$ cat src/rtl/fsm_table_engine.sv
// fsm_table_engine: run-time programmable table-driven Mealy FSM; define FSM_OUT_REG_EN for a registered output
module fsm_table_engine #(
  parameter int NS = 4,
  parameter int IW = 2,
  parameter int OW = 2,
  parameter int RST_STATE = 0,
  parameter int CW = 16,
  localparam int SW = (NS > 2) ? $clog2(NS) : 1
) (
  input  logic             clk,
  input  logic             rstn,
  input  logic             clr,
  input  logic             run,
  input  logic [IW-1:0]    in,
  input  logic             cfg_we,
  input  logic [SW+IW-1:0] cfg_addr,
  input  logic [SW-1:0]    cfg_next,
  input  logic [OW-1:0]    cfg_out,
  output logic [OW-1:0]    out,
  output logic [SW-1:0]    state,
  output logic [CW-1:0]    step_cnt,
  output logic             cfg_err
);
  localparam int NE = 2 ** (SW + IW);
  localparam logic [SW-1:0] RS = SW'(RST_STATE);
  localparam logic [SW:0] NSV = (SW + 1)'(NS);
  logic [SW-1:0] nxt_tbl [NE];
  logic [OW-1:0] out_tbl [NE];
  logic [SW+IW-1:0] idx;
  logic cfg_ok;
  assign idx = {state, in};
  assign cfg_ok = ({1'b0, cfg_next} < NSV) && ({1'b0, cfg_addr[SW+IW-1:IW]} < NSV);
  // table, state and counter: clear beats write, write stalls stepping
  always_ff @(posedge clk or negedge rstn)
    if (!rstn) begin
      state <= RS;
      step_cnt <= '0;
      cfg_err <= 1'b0;
      for (int k = 0; k < NE; k++) begin
        nxt_tbl[k] <= RS;
        out_tbl[k] <= '0;
      end
    end else if (clr) begin
      state <= RS;
      step_cnt <= '0;
      cfg_err <= 1'b0;
    end else if (cfg_we) begin
      if (cfg_ok) begin
        nxt_tbl[cfg_addr] <= cfg_next;
        out_tbl[cfg_addr] <= cfg_out;
      end else cfg_err <= 1'b1;
    end else if (run) begin
      state <= nxt_tbl[idx];
      step_cnt <= step_cnt + CW'(1);
    end
`ifdef FSM_OUT_REG_EN
  // registered output captured on each step edge, held otherwise
  always_ff @(posedge clk or negedge rstn)
    if (!rstn) out <= '0;
    else if (clr) out <= '0;
    else if (!cfg_we && run) out <= out_tbl[idx];
`else
  // combinational Mealy output, forced to zero while idle
  always_comb out = run ? out_tbl[idx] : '0;
`endif
endmodule

$ cat config.mk
export PLATFORM = sky130hd
export DESIGN_NAME = fsm_table_engine
export DESIGN_NICKNAME = d
export VERILOG_FILES = /design/src/rtl/fsm_table_engine.sv
export SDC_FILE = /design/constraint.sdc
export NUM_CORES = 1
export LEC_CHECK = 0
export BUFFER_PORTS_ARGS = -buffer_cell sky130_fd_sc_hd__clkbuf_2
export CAP_MARGIN = 30
export CORE_ASPECT_RATIO = 0.75
export CORE_MARGIN = 1
export CORE_UTILIZATION = 35
export DETAILED_ROUTE_END_ITERATION = 8
export SYNTH_ARGS = -nofsm -noshare
export SYNTH_HDL_FRONTEND = slang
export SYNTH_SLANG_ARGS = --single-unit
$ cat constraint.sdc
create_clock -name clk -period 2.23 [get_ports clk]
set_input_delay 0.223 -clock clk [delete_from_list [all_inputs] [get_ports clk]]
set_output_delay 0.223 -clock clk [all_outputs]
set_load 0.05 [all_outputs]
==> flow_summary_export.csv, run 1 <==
group,metric,value,unit
outcome,status,"finished, final reports clean",
worst_setup_path,crit_fanout,2,
placed_design,gp_congestion,0.799,
final_layout,layout_commonest_cell,"dfrtp_1",
sta,finalMaxSlewViolations,0,
placed_design,hpwl,6360,um
final_layout,final_cell_mix,"dfrtp_1, mux2_2, clkbuf_2",
pwr,ir_drop,0.502,mV
floorplan,die_h,93.3,um
global_routing,track_usage,0.172,
worst_setup_path,startpoint,"out_tbl[10]$_DFFE_PN0P_",
sta,slew_headroom,0.490,
worst_setup_path,worst-path-buf-inv,1,
logic_synthesis,syn_inst,287,
routing,viasPerCell,5.44,
worst_hold_path,hp-start,"clr",
worst_setup_path,worstPathRequired,2010,ps
floorplan,ios,36,
global_routing,gr-total-overflow,0,
placed_design,numPortBuffers,34,
sta,fin_crit_sh,0.994,
worst_setup_path,slowest_delay,480,ps
final_layout,drive_gt1_frac,0.443,
routing,drtAntennaViolNets,0,
worst_setup_path,r2r_slack,370,ps
clocking,cts_tree,"built",
clocking,cts_buffer_depth,2,
worst_hold_path,hold_class,"in2reg",
final_layout,fin_area,4580,um^2
worst_setup_path,cp_cell_sequence,"mux4_2 -> mux4_2 -> and2_4 -> clkbuf_16",
floorplan,row_count,32,
placed_design,place_ws,23.4,ps
final_layout,final_cells,470,
pwr,pwr_density_cell,853,nW/um^2
floorplan,core_area,10500,um^2
logic_synthesis,yosysSeqAreaShare,0.527,
sta,fmaxAchievable,451,MHz
worst_setup_path,crit_type,"reg2out",
clocking,postCtsSetupRepairBufs,0,
worst_setup_path,start_kind,"flop",
logic_synthesis,syn_area,3890,um^2
sta,hold_viol_final,0,
clocking,cts.clk_slew.worst_paths,60,ps
sta,hold_slack,273,ps
routing,drt-initial-drc-count,130,
worst_setup_path,r2r-end,"step_cnt[14]$_DFFE_PN0P_",
sta,setup_viol,0,
clocking,clockRootBuffer,"clkbuf_16",
routing,drt_pre_antenna_iters,5,
floorplan,dieArea,11600,um^2
sta,worst_slack,12.7,ps
run,maxCapViolCount,0,
final_layout,antenna_cells,0,
final_layout,area_delta_synth_final,17.5,%
logic_synthesis,syn_nets,303,
final_layout,nNetsFinal,345,
global_routing,antenna_found_initial,0,
routing,vias,2557,
pwr,p_leak,2.01,nW
logic_synthesis,ys_ff_latch,82,
clocking,clkLatencyLatePin,330,ps
worst_setup_path,crit_slowest_cell,"mux4_2",
worst_setup_path,path_delay_family,"multiplexers",
worst_setup_path,r2r_start,"step_cnt[4]$_DFFE_PN0P_",
placed_design,place_area,4240,um^2
routing,wl_per_cell,19.0,um
worst_setup_path,crit_top_cell,"mux4_2",
clocking,cts_buffers,9,
worst_hold_path,hold_end,"step_cnt[11]$_DFFE_PN0P_",
worst_setup_path,end_kind,"output port",
global_routing,grt_pass1_vias,2487,
worst_hold_path,whs_path_depth,2,
worst_setup_path,reg2reg_depth,4,
global_routing,grt_max_degree,43,
clocking,htree_levels,3,
sta,fin_tns_setup,0,ps
sta,min_period,2220,ps
routing,wl,8950,um
routing,route.detailed.drc,0,
sta,skew,5.18,ps
floorplan,start_util,0.370,
sta,worstMarginPinSlew,761,ps
global_routing,grt_pass1_wl,14600,um
floorplan,die_x,124,um
logic_synthesis,ys.warnings.count,0,
sta,rsz0062_at_grt,"true",
placed_design,dp_cells,453,
logic_synthesis,synth_area_per_cell,13.6,um^2
clocking,clock_sinks,82,
logic_synthesis,synth_cell_types,36,
worst_setup_path,arrival,1990,ps
## flip-flops by register name, indices dropped and copies added, names as in the netlist
register and cells:
nxt_tbl 32, out_tbl 32, step_cnt 16, state 2
## kinds of logic (layout without fill, tap and decap cells)
kind of cell,Yosys count,in the layout,share of synthesized area
compound gates,32,32,0.0495
xor+xnor,5,5,0.0112
fa+ha+maj,1,1,0.00321
buf+inv,18,65,0.0241
flops,82,82,0.527
mux,86,86,0.296
other cells,1,1,0.000963
simple gates,62,62,0.0884
## synth_stat cells
| cell type | n | area (um^2) |
|---|---|---|
| xor2_1 | 4 | 35.0 |
| and4_1 | 1 | 8.76 |
| nor2_1 | 7 | 26.3 |
| buf_4 | 1 | 7.51 |
| nor2b_1 | 8 | 50.1 |
| inv_1 | 2 | 7.51 |
| and2_1 | 2 | 12.5 |
| buf_1 | 2 | 7.51 |
| mux2_2 | 66 | 743 |
| buf_8 | 1 | 15.0 |
| nand4_1 | 4 | 25.0 |
| mux4_2 | 14 | 315 |
| conb_1 | 1 | 3.75 |
| a31oi_1 | 2 | 12.5 |
| or4_1 | 5 | 37.5 |
| nand2b_1 | 2 | 12.5 |
| o2111ai_1 | 4 | 35.0 |
| o211ai_1 | 1 | 7.51 |
| and3_1 | 2 | 12.5 |
| nand3_1 | 2 | 10.0 |
| clkbuf_1 | 8 | 30.0 |
| buf_2 | 3 | 15.0 |
| nand4b_1 | 1 | 8.76 |
| and4bb_2 | 2 | 25.0 |
| mux4_1 | 2 | 52.6 |
| mux2i_1 | 4 | 40.0 |
| o31ai_1 | 5 | 37.5 |
| ha_1 | 1 | 12.5 |
| nand2_1 | 20 | 75.1 |
| a21oi_1 | 13 | 65.1 |
| nor4b_1 | 1 | 8.76 |
| o21ai_0 | 7 | 35.0 |
| or3_1 | 5 | 31.3 |
| dfrtp_1 | 82 | 2050 |
| buf_6 | 1 | 11.3 |
| xnor2_1 | 1 | 8.76 |
## area by class of cell
| class | instances | area, um^2 |
|---|---|---|
| inverter | 2 | 7.51 |
| sequential | 82 | 2050 |
| tap | 136 | 170 |
| multi-input combinational | 187 | 1750 |
| fill | 968 | 5950 |
| clock inverter | 4 | 31.3 |
| timing repair buffer | 47 | 303 |
| clock buffer | 12 | 267 |
## worst reg2reg max path, cell delays in order (launching register included)
cell and delay (ps):
dfrtp_1 480, and4_1 260, nand4_1 300, or4_1 590, a21oi_1 160
## per-layer routing
metal / vias up / global-route usage / wire (um)
met2: 63 / 0.244 / 4020
met5: - / 0 / 0
li1: 1148 / - / -
met3: 7 / 0.0463 / 438
met1: 1339 / 0.255 / 4400
met4: 0 / 0.0502 / 85
## what timing repair did
action / CTS / global route
setup endpoints to repair: 2 / 2
gates resized for setup: 8 / 2
hold endpoints to repair: 39 / 0
hold buffers: 1 / 0
pin swaps: 1 / 1
## worst max-delay path by stage
stage,endpoint,cells after the start
final,out[0],4
after detailed placement,out[1],5
after global placement,out[1],5
after global routing,out[0],4
after CTS,out[1],4
after floorplan,out[0],4
## through the flow
stage | utilization | total power [mW]
after floorplan | - | 2.25
after global placement | 0.403 | 2.41
after detailed placement | 0.403 | 2.43
after CTS | 0.435 | 3.94
after global routing | 0.435 | 4.07
final | 0.435 | 3.90
## power by group
group          total (mW)  switching (mW)  internal (mW)
Sequential           1.85           0.135           1.72
Clock                1.46           0.609          0.854
Combinational       0.585           0.240          0.344
Total                3.90           0.985           2.92
Power figures use the tool's default switching activity.
==> run 2, diff against run 1 <==
GPL_TIMING_DRIVEN = 0   (was default)
TNS_END_PERCENT = 1   (was default)
==> flow_summary_export.csv, run 2 (synthesized netlist as in run 1, its figures left out) <==
group,metric,value,unit
global_routing,track_usage,0.175,
sta,finalMaxSlewViolations,0,
pwr,p_switching,0.942,mW
worst_setup_path,end_kind,"output port",
outcome,status,"finished, violations left",
routing,wl_per_cell,18.7,um
sta,fmaxAchievable,445,MHz
worst_setup_path,r2r_slack,360,ps
sta,slew_headroom,0.533,
sta,rsz0062_at_grt,"true",
sta,skew,4.85,ps
global_routing,gr-total-overflow,0,
final_layout,area_delta_synth_final,18.5,%
worst_setup_path,crit_type,"reg2out",
clocking,cts_tree,"built",
worst_setup_path,crit_slowest_cell,"mux4_2",
worst_hold_path,hold_end,"nxt_tbl[8]$_DFFE_PN0P_",
worst_setup_path,slowest_delay,510,ps
final_layout,antenna_cells,0,
routing,viasPerCell,5.39,
floorplan,core_area,10500,um^2
placed_design,hpwl,6360,um
placed_design,gp_congestion,0.748,
final_layout,largest_registers,"nxt_tbl x32, out_tbl x32, step_cnt x16",
worst_setup_path,start_kind,"flop",
final_layout,final_cell_mix,"dfrtp_1, mux2_2, clkbuf_2",
global_routing,gr-usage-met2,0.256,
pwr,pwr-share-comb,0.149,
clocking,clockRootBuffer,"clkbuf_16",
routing,wl,8840,um
floorplan,die_h,93.3,um
global_routing,grt_pass1_vias,2605,
placed_design,place_ws,-111,ps
routing,route.detailed.drc,0,
routing,drt-initial-drc-count,157,
pwr,sw_frac_of_total,0.236,
worst_setup_path,cp_cell_sequence,"mux4_2 -> mux4_2 -> and2_4 -> clkbuf_16",
pwr,p_leak,2.01,nW
sta,setup_viol,2,
pwr,ir_drop,0.431,mV
pwr,seqPwrFrac,0.461,
worst_setup_path,worstPathRequired,2010,ps
sta,worst_slack,-17.5,ps
clocking,htree_levels,3,
final_layout,nNetsFinal,347,
worst_setup_path,r2r_start,"step_cnt[4]$_DFFE_PN0P_",
clocking,clock_sinks,82,
worst_hold_path,hold_class,"in2reg",
worst_setup_path,reg2reg_depth,4,
worst_setup_path,crit_fanout,2,
worst_hold_path,hp-start,"cfg_next[0]",
placed_design,numPortBuffers,32,
final_layout,fin_area,4620,um^2
global_routing,antenna_found_initial,0,
placed_design,dp_cells,456,
sta,hold_viol_final,0,
worst_setup_path,r2r-end,"step_cnt[13]$_DFFE_PN0P_",
clocking,clkLatencyLatePin,340,ps
placed_design,place_area,4250,um^2
global_routing,grt_pass1_wl,14500,um
clocking,cts_buffers,9,
global_routing,use_met1,0.253,
final_layout,seqCellArea,2050,um^2
clocking,cts_buffer_depth,2,
routing,drtAntennaViolNets,0,
floorplan,ios,36,
final_layout,layout_commonest_cell,"dfrtp_1",
global_routing,grt_max_degree,51,
sta,fin_crit_sh,1.01,
floorplan,row_count,32,
worst_setup_path,arrival,2020,ps
worst_setup_path,crit_top_cell,"mux4_2",
pwr,power.share.clock,0.390,
sta,min_period,2250,ps
final_layout,final_util,0.438,
clocking,postCtsSetupRepairBufs,0,
global_routing,busiest_layer,"met2",
final_layout,multi_input_area,1750,um^2
final_layout,drive_gt1_frac,0.411,
clocking,cts.clk_slew.worst_paths,60,ps
routing,drt_pre_antenna_iters,4,
outcome,violations,"negative setup slack",
run,maxCapViolCount,0,
floorplan,start_util,0.370,
routing,vias,2546,
sta,worstMarginPinSlew,691,ps
pwr,p_int,3.05,mW
final_layout,final_cells,472,
global_routing,met3_usage,0.0482,
worst_hold_path,whs_path_depth,2,
pwr,pwr_density_cell,865,nW/um^2
floorplan,die_x,124,um
final_layout,nFillCells,943,
floorplan,dieArea,11600,um^2
sta,hold_slack,212,ps
-- run 2: cell count changes in the layout (fill, tap and decap cells not counted), sizes merged --
| cell | change |
|---|---|
| bufinv | +2 |
| clkinv | +1 |
| inv | -2 |
| clkbuf | +8 |
| buf | -7 |
-- run 2: timing repair --
action                                  4_1_cts  5_1_grt
endpoints found under the setup margin        2        2
gates cloned                                  0        0
pin swaps                                     2        0
hold endpoints to repair                     32        0
hold buffers                                  1        0
resized for setup                             9        1
-- run 2: how the worst max path moves through the flow --
stage | endpoint | slack [ps] | start | depth (start not counted)
global placement | out[1] | -120 | in[1] | 6
detailed placement | out[1] | -110 | in[1] | 6
floorplan | out[0] | 200 | state[1]$_DFFE_PN0P_ | 4
CTS | out[1] | -40 | out_tbl[9]$_DFFE_PN0P_ | 4
finish | out[0] | -20 | out_tbl[0]$_DFFE_PN0P_ | 4
global route | out[1] | -80 | out_tbl[9]$_DFFE_PN0P_ | 4
-- run 2: metrics by stage --
| stage | total power [mW] | TNS [ps] |
|---|---|---|
| final | 3.99 | -25.6 |
| after floorplan | 2.25 | 0 |
| after CTS | 4.04 | -73.0 |
| after global routing | 4.18 | -146 |
| after detailed placement | 2.44 | -216 |
| after global placement | 2.40 | -234 |
-- run 2: worst max-delay path, delay by kind of cell, from the launching register on --
kind                   cells  cell delay, ps
multiplexers               2             990
buffers and inverters      1             160
flip-flops                 1             380
AND/OR/NAND/NOR            1             160
-- run 2: cell type report --
| class | instances | share of cell area |
|---|---|---|
| Timing Repair Buffer | 34 | 0.0520 |
| Clock inverter | 5 | 0.0171 |
| Buffer | 15 | 0.0184 |
| Tap cell | 136 | 0.0369 |
| Multi-Input combinational cell | 187 | 0.379 |
| Sequential cell | 82 | 0.445 |
| Clock buffer | 11 | 0.0504 |
| Inverter | 2 | 0.00163 |
-- run 2: metal layers --
layer / part of all wire / wire length, um
met4: 0.010 / 92
met2: 0.45 / 3980
met5: 0 / 0
met1: 0.48 / 4220
met3: 0.061 / 541
-- run 2: power groups by stage --
stage	sequential (mW)	clock, mW	combinational, mW
3_3_place_gp	1.85	0	0.555
5_1_grt	1.87	1.66	0.651
6_report	1.84	1.56	0.596
4_1_cts	1.84	1.59	0.604
2_1_floorplan	1.83	0	0.419
3_5_place_dp	1.86	0	0.577
